==> config.mk <==
export PLATFORM = sky130hd
export DESIGN_NAME = vpe_accum_rf
export DESIGN_NICKNAME = d
export VERILOG_FILES = /design/src/rtl/vpe_accum_rf.sv
export SDC_FILE = /design/constraint.sdc
export NUM_CORES = 2
export LEC_CHECK = 0
export BUFFER_PORTS_ARGS = -buffer_cell sky130_fd_sc_hd__buf_2
export CELL_PAD_IN_SITES_DETAIL_PLACEMENT = 2
export CELL_PAD_IN_SITES_GLOBAL_PLACEMENT = 2
export CORE_MARGIN = 2
export CORE_UTILIZATION = 47
export DETAILED_ROUTE_END_ITERATION = 10
export GPL_ROUTABILITY_DRIVEN = 0
export PLACE_DENSITY_LB_ADDON = 0.1
export SETUP_SLACK_MARGIN = 0.15
export SLEW_MARGIN = 20
export SYNTH_ARGS = -nofsm -noshare
export SYNTH_HDL_FRONTEND = slang
export SYNTH_SLANG_ARGS = --single-unit
==> constraint.sdc <==
create_clock -name clk -period 7.4 [get_ports clk]
set_input_delay 1.48 -clock clk [delete_from_list [all_inputs] [get_ports clk]]
set_output_delay 1.48 -clock clk [all_outputs]
set_load 0.005 [all_outputs]
==> src/rtl/vpe_accum_rf.sv <==
// Vector accumulator register file: 32 x 64-bit entries fed by a two-stage op pipeline, plus a readout FSM.
// Optional macro VPE_ACC_SAT_EN makes the accumulate op saturate each lane instead of wrapping.
module vpe_accum_rf (
  input  logic        clk,
  input  logic        rst,
  input  logic [63:0] i_data,
  input  logic        i_data_v,
  input  logic        i_en_relu,
  input  logic [4:0]  i_rf_idx,
  input  logic [1:0]  i_rf_mux,
  input  logic        i_clr,
  input  logic        i_rd_start,
  input  logic [4:0]  i_rd_base,
  input  logic [5:0]  i_rd_len,
  input  logic        i_rd_ready,
  output logic [63:0] o_rd_data,
  output logic        o_rd_v,
  output logic        o_rd_busy,
  output logic        o_rd_done
);

  typedef enum logic [1:0] {IDLE, READ, DONE} rdState_e;

  logic [63:0] mem_q [32];
  logic [31:0] valid_q;

  logic        s1Valid_q;
  logic [1:0]  s1Op_q;
  logic [4:0]  s1Idx_q;
  logic [63:0] s1New_q;
  logic [63:0] s1Old_q;
  logic [63:0] s1Old_d;
  logic [63:0] reluData;
  logic [63:0] wrData;
  logic        wrEn;

  rdState_e    state_q, state_d;
  logic [4:0]  rdAddr_q, rdAddr_d;
  logic [5:0]  rdCnt_q, rdCnt_d;
  logic [63:0] rdData_q, rdData_d;
  logic        rdV_q, rdV_d;
  logic        rdAccept;
  logic [4:0]  loadAddr;
  logic [63:0] loadData;

  function automatic logic [7:0] laneOp(input logic [1:0] op, input logic [7:0] oldL,
                                        input logic [7:0] newL);
    logic [8:0] sum;
    logic [7:0] res;
    sum = {oldL[7], oldL} + {newL[7], newL};
    case (op)
      2'b01: begin
`ifdef VPE_ACC_SAT_EN
        if (sum[8] != sum[7]) res = sum[8] ? 8'h80 : 8'h7F;
        else                  res = sum[7:0];
`else
        res = sum[7:0];
`endif
      end
      2'b10:   res = ($signed(newL) > $signed(oldL)) ? newL : oldL;
      default: res = newL;
    endcase
    return res;
  endfunction

  always_comb begin
    reluData = '0;
    wrData   = '0;
    for (int k = 0; k < 8; k++) begin
      reluData[8*k +: 8] = (i_en_relu && i_data[8*k+7]) ? 8'h00 : i_data[8*k +: 8];
      wrData[8*k +: 8]   = laneOp(s1Op_q, s1Old_q[8*k +: 8], s1New_q[8*k +: 8]);
    end
  end

  // A clear or reset at this edge discards the stage-2 op, so it never writes.
  assign wrEn = s1Valid_q && (s1Op_q != 2'b11) && !i_clr && !rst;

  always_comb begin
    if (wrEn && (s1Idx_q == i_rf_idx)) s1Old_d = wrData;
    else if (valid_q[i_rf_idx])        s1Old_d = mem_q[i_rf_idx];
    else                               s1Old_d = '0;
  end

  always_ff @(posedge clk) begin
    if (rst) begin
      s1Valid_q <= 1'b0;
      valid_q   <= '0;
    end else begin
      s1Valid_q <= i_data_v && !i_clr;
      if (i_clr)     valid_q <= '0;
      else if (wrEn) valid_q[s1Idx_q] <= 1'b1;
    end
  end

  always_ff @(posedge clk) begin
    s1Op_q  <= i_rf_mux;
    s1Idx_q <= i_rf_idx;
    s1New_q <= reluData;
    s1Old_q <= s1Old_d;
    if (wrEn) mem_q[s1Idx_q] <= wrData;
  end

  // Readout beats see the same-edge stage-2 write and the same-edge clear.
  assign rdAccept = (state_q == READ) && rdV_q && i_rd_ready;
  assign loadAddr = rdAccept ? (rdAddr_q + 5'd1) : rdAddr_q;

  always_comb begin
    if (i_clr)                                loadData = '0;
    else if (wrEn && (s1Idx_q == loadAddr))   loadData = wrData;
    else if (valid_q[loadAddr])               loadData = mem_q[loadAddr];
    else                                      loadData = '0;
  end

  always_comb begin
    state_d  = state_q;
    rdAddr_d = rdAddr_q;
    rdCnt_d  = rdCnt_q;
    rdData_d = rdData_q;
    rdV_d    = rdV_q;
    case (state_q)
      IDLE: begin
        if (i_rd_start) begin
          rdAddr_d = i_rd_base;
          rdCnt_d  = i_rd_len;
          rdV_d    = 1'b0;
          state_d  = (i_rd_len == 6'd0) ? DONE : READ;
        end
      end
      READ: begin
        if (!rdV_q) begin
          rdData_d = loadData;
          rdV_d    = 1'b1;
        end else if (i_rd_ready) begin
          if (rdCnt_q == 6'd1) begin
            state_d  = DONE;
            rdV_d    = 1'b0;
            rdData_d = '0;
          end else begin
            rdAddr_d = loadAddr;
            rdCnt_d  = rdCnt_q - 6'd1;
            rdData_d = loadData;
          end
        end
      end
      DONE:    state_d = IDLE;
      default: state_d = IDLE;
    endcase
  end

  always_ff @(posedge clk) begin
    if (rst) begin
      state_q  <= IDLE;
      rdAddr_q <= '0;
      rdCnt_q  <= '0;
      rdData_q <= '0;
      rdV_q    <= 1'b0;
    end else begin
      state_q  <= state_d;
      rdAddr_q <= rdAddr_d;
      rdCnt_q  <= rdCnt_d;
      rdData_q <= rdData_d;
      rdV_q    <= rdV_d;
    end
  end

  assign o_rd_data = rdData_q;
  assign o_rd_v    = rdV_q;
  assign o_rd_busy = (state_q != IDLE);
  assign o_rd_done = (state_q == DONE);

endmodule

==> flow_summary.rst <==
.. list-table::
   :header-rows: 1

   * - Metric
     - Value
   * - Fraction of power consumed by the clock network
     - 42.0%
   * - Max-slew headroom
     - 10.4%
   * - Yosys top cell by area
     - sky130_fd_sc_hd__edfxtp_1
   * - Library cells used by synthesis
     - 100
   * - Worst-case clock buffer depth
     - 4
   * - CTS-repair resized insts
     - 0
   * - Via count of the first global-routing pass
     - 101589
   * - Critical Path AT
     - 6280 ps
   * - Setup violation total in the final timing report
     - 0
   * - Total routed wirelength
     - 565000 µm
   * - Sort of element at the start of the critical path
     - register
   * - Worst vdd rail ir drop
     - 0.195 mV
   * - Met3 Routed Length
     - a little under 70000 µm
   * - Share of synthesized area occupied by flip-flops and latches
     - 52.5%
   * - Final Skew
     - 36.0 ps
   * - Pin count of the biggest net entering global routing
     - around 170
   * - Netlist Area Pre-Place
     - 126000 µm²
   * - Number of synthesized register bits
     - 2294
   * - Area growth, synth to finish
     - 11.2%
   * - Post-CTS Hold Buffers
     - 0
   * - Class of the tightest hold or removal check
     - register to register
   * - Fin crit period
     - 5450 ps
   * - Share of flip-flops with an asynchronous set or reset
     - 0%
   * - Net count, final
     - 9292
   * - Fill cells
     - 24263
   * - Combinational fraction of design power
     - 14.4%
   * - Core Region
     - 268000 µm²
   * - Total routing usage reported by global routing
     - 40.7%
   * - Overall die height
     - 523 µm
   * - Row count
     - 190
   * - CTS root buffer
     - sky130_fd_sc_hd__clkbuf_16
   * - Maximum Capacitance Violations
     - 0
   * - DR WL met2
     - between 200000 and 300000 µm
   * - Synth Instances
     - approximately 9200
   * - TNS Setup
     - 0 ps
   * - Register area
     - 66400 µm²
   * - Antenna viol nets, final
     - 0
   * - Detailed router's first-iteration violation count
     - 14348
   * - Yosys Warn Count
     - 0
   * - Average wire per cell in the routed design
     - 44.0 µm
   * - Number of buffers created by CTS
     - 273
   * - Cell Pwr Density
     - 235 nW/µm²
   * - Net Sw Frac
     - 27.5%
   * - Die Wd
     - 523 µm
   * - Final non-filler cell total
     - between 10000 and 15000
   * - Number of hold violations in the final report
     - 0
   * - Area share of the largest cell type after synthesis
     - 48.7%
   * - Die area
     - 273000 µm²
   * - Boundary pin count
     - 156
   * - # clock sinks
     - approximately 2300
   * - Crit path required time
     - 8230 ps
   * - Half-perimeter wire length of the detailed placement result
     - 339000 µm
   * - Outcome
     - finished, final reports clean
   * - Via Count
     - 97784
   * - Highest routing layer actually used
     - met5
   * - Final max-slew violation count
     - 0
   * - Sequential fraction of design power
     - between 40% and 50%
   * - Skew-Pair Late Insertion Delay
     - 930 ps
   * - Remaining design rule violation count
     - 0
   * - Dominant cells by area after synthesis
     - sky130_fd_sc_hd__edfxtp_1 (49%), sky130_fd_sc_hd__mux4_2 (15%), sky130_fd_sc_hd__mux2i_1 (7.4%), sky130_fd_sc_hd__dfxtp_1 (3.9%), sky130_fd_sc_hd__a211oi_1 (2.0%)
   * - Worst slew pin tran
     - 1340 ps
   * - Share of post-route cells with drive strength above 1
     - 20.8%
   * - Leakage
     - 46.9 nW
   * - Kind of critical path
     - register to register
   * - Clock-pin slew of the registers on the worst-case setup and hold paths
     - 60 ps
   * - First-pass GRT wire length
     - 792000 µm
   * - Main flop type after synthesis
     - sky130_fd_sc_hd__edfxtp_1
   * - Initial Utilization
     - 47.2%
   * - Via density per instance
     - 7.61
   * - Internal power component
     - 0.0240 W
   * - Setup Buffers After CTS
     - 0
   * - Initial antenna violation count
     - 53
   * - Net switching power of the design
     - 0.00911 W
   * - RSZ-0062 raised after global routing
     - no
   * - Syn_nets
     - 9379
   * - CTS H-tree lvls
     - 5
   * - Count of buffers inserted at the top-level ports
     - 155
   * - Metal1 wirelength
     - 210000 µm
   * - Number of search-and-repair iterations in the first detailed-routing pass
     - 9
   * - Final Util
     - 52.5%
   * - Post-placement cell count
     - 12345
   * - Endpoint class of the critical path
     - register
   * - Number of synthesized flops with an enable pin
     - around 2000
   * - Total congestion overflow
     - 0
   * - CTS tree
     - done
   * - Highest net fanout along the worst path
     - 52
   * - Area occupied by multi-input gates
     - roughly 56000 µm²
   * - Mean cell area of the mapped netlist
     - 13.8 µm²
   * - Maximum clock rate
     - 183 MHz
   * - Final worst-path cycle share
     - 73.7%
[worst paths after layout]
check | endpoint | startpoint | depth (start not counted) | slack, ps
min reg2reg | o_rd_data[47]$_SDFFE_PP0P_ | o_rd_data[47]$_SDFFE_PP0P_ | 2 | 520
max reg2reg | o_rd_data[49]$_SDFFE_PP0P_ | rdAddr_q[1]$_SDFFE_PP0P_ | 11 | 1950
max | o_rd_data[49]$_SDFFE_PP0P_ | rdAddr_q[1]$_SDFFE_PP0P_ | 11 | 1950
min | o_rd_data[47]$_SDFFE_PP0P_ | o_rd_data[47]$_SDFFE_PP0P_ | 2 | 520
[worst max-delay path, stage by stage (launching register included)]
cell and delay, ps:
sky130_fd_sc_hd__dfxtp_4 760, sky130_fd_sc_hd__buf_4 600, sky130_fd_sc_hd__buf_4 660, sky130_fd_sc_hd__nand2b_4 810, sky130_fd_sc_hd__buf_12 310, sky130_fd_sc_hd__buf_12 250
sky130_fd_sc_hd__o22ai_1 110, sky130_fd_sc_hd__o21ai_0 220, sky130_fd_sc_hd__nand3_1 150, sky130_fd_sc_hd__a311oi_1 750, sky130_fd_sc_hd__o21bai_1 360, sky130_fd_sc_hd__o211ai_1 180
[power by group through the flow]
stage                     Sequential, W  Clock (W)  Combinational [W]
after CTS                        0.0144     0.0139            0.00461
final                            0.0144     0.0139            0.00476
after global routing             0.0144     0.0143            0.00489
after detailed placement         0.0147          0            0.00456
after floorplan                  0.0146          0            0.00289
after global placement           0.0147          0            0.00439
[through the flow]
step | setup WS (ps) | total power [W] | area (µm²) | hold WS [ps]
2_1_floorplan | 1570 | 0.0175 | 126000 | 458
3_3_place_gp | 1850 | 0.0191 | 132000 | 488
3_5_place_dp | 1680 | 0.0193 | 132000 | 497
4_1_cts | 2230 | 0.0329 | 140000 | 511
5_1_grt | 2030 | 0.0337 | 141000 | 521
6_report | 1950 | 0.0331 | 141000 | 518
[cells by family after synthesis]
| group | share of synthesized area (%) |
|---|---|
| AO/OA/AOI/OAI | 13.0 |
| flip-flops | 52.5 |
| multiplexers | 23.2 |
| AND/OR/NAND/NOR | 5.74 |
| buffers and inverters | 3.67 |
| adder cells (fa/ha/maj) | 1.37 |
| XOR/XNOR | 0.435 |
[registers in the layout (all words and copies together), names as in the netlist, 5 cells and up]
register	cells
rdAddr_q	5
s1New_q	64
valid_q	32
s1Idx_q	5
mem_q	2048
rdCnt_q	6
s1Old_q	64
o_rd_data	64
[cell usage in the layout, fill, tap and decap left out, types with 76 or more instances in the layout]
cell type and n:
sky130_fd_sc_hd__buf_4 255, sky130_fd_sc_hd__inv_1 170, sky130_fd_sc_hd__a22oi_1 156, sky130_fd_sc_hd__a211oi_1 329, sky130_fd_sc_hd__ha_1 124, sky130_fd_sc_hd__a21oi_1 455
sky130_fd_sc_hd__mux2i_1 935, sky130_fd_sc_hd__mux2_2 92, sky130_fd_sc_hd__clkbuf_16 285, sky130_fd_sc_hd__o211ai_1 76, sky130_fd_sc_hd__mux4_2 839, sky130_fd_sc_hd__o221ai_1 279
sky130_fd_sc_hd__dfxtp_1 242, sky130_fd_sc_hd__nor2_1 157, sky130_fd_sc_hd__nor2b_1 302, sky130_fd_sc_hd__o22ai_1 262, sky130_fd_sc_hd__nand3_1 156, sky130_fd_sc_hd__edfxtp_1 2048
sky130_fd_sc_hd__a221oi_1 82, sky130_fd_sc_hd__o21ai_0 271, sky130_fd_sc_hd__nand2_1 370, sky130_fd_sc_hd__nor3_1 80, sky130_fd_sc_hd__buf_2 150
[synth_stat cells (all sizes together) (17+ instances only)]
cell	n
a22o	73
o21a	44
o31ai	41
nor3	88
a311o	21
a222oi	17
a2111oi	23
nor2	200
nor4	27
nor2b	303
o21ai	302
dfxtp	246
mux4	839
a221oi	84
and2	73
o221ai	282
a311oi	62
a22oi	158
nand2	379
mux2i	938
a31oi	22
nand3	157
a21oi	457
o211ai	77
xnor2	42
nand4	32
edfxtp	2048
o22ai	262
nand3b	28
mux2	92
inv	173
a211oi	329
xor2	19
clkbuf	345
ha	126
and3	33
nand2b	33
buf	496
[metal layers]
layer / track usage, % / up-vias
met1: 53.6 / 51644
met3: 11.1 / 1736
met2: 61.8 / 6905
met4: 20.5 / 54
li1: - / 37445
met5: 0 / -
[cell type report]
cell class | count | area share [%]
Antenna cell | 6 | 0.0107
Clock buffer | 371 | 5.40
Clock inverter | 122 | 0.928
Inverter | 174 | 0.470
Multi-Input combinational cell | 5847 | 39.8
Sequential cell | 2294 | 47.3
Tap cell | 3552 | 3.16
Timing Repair Buffer | 479 | 2.95
Power figures use the tool's default switching activity.
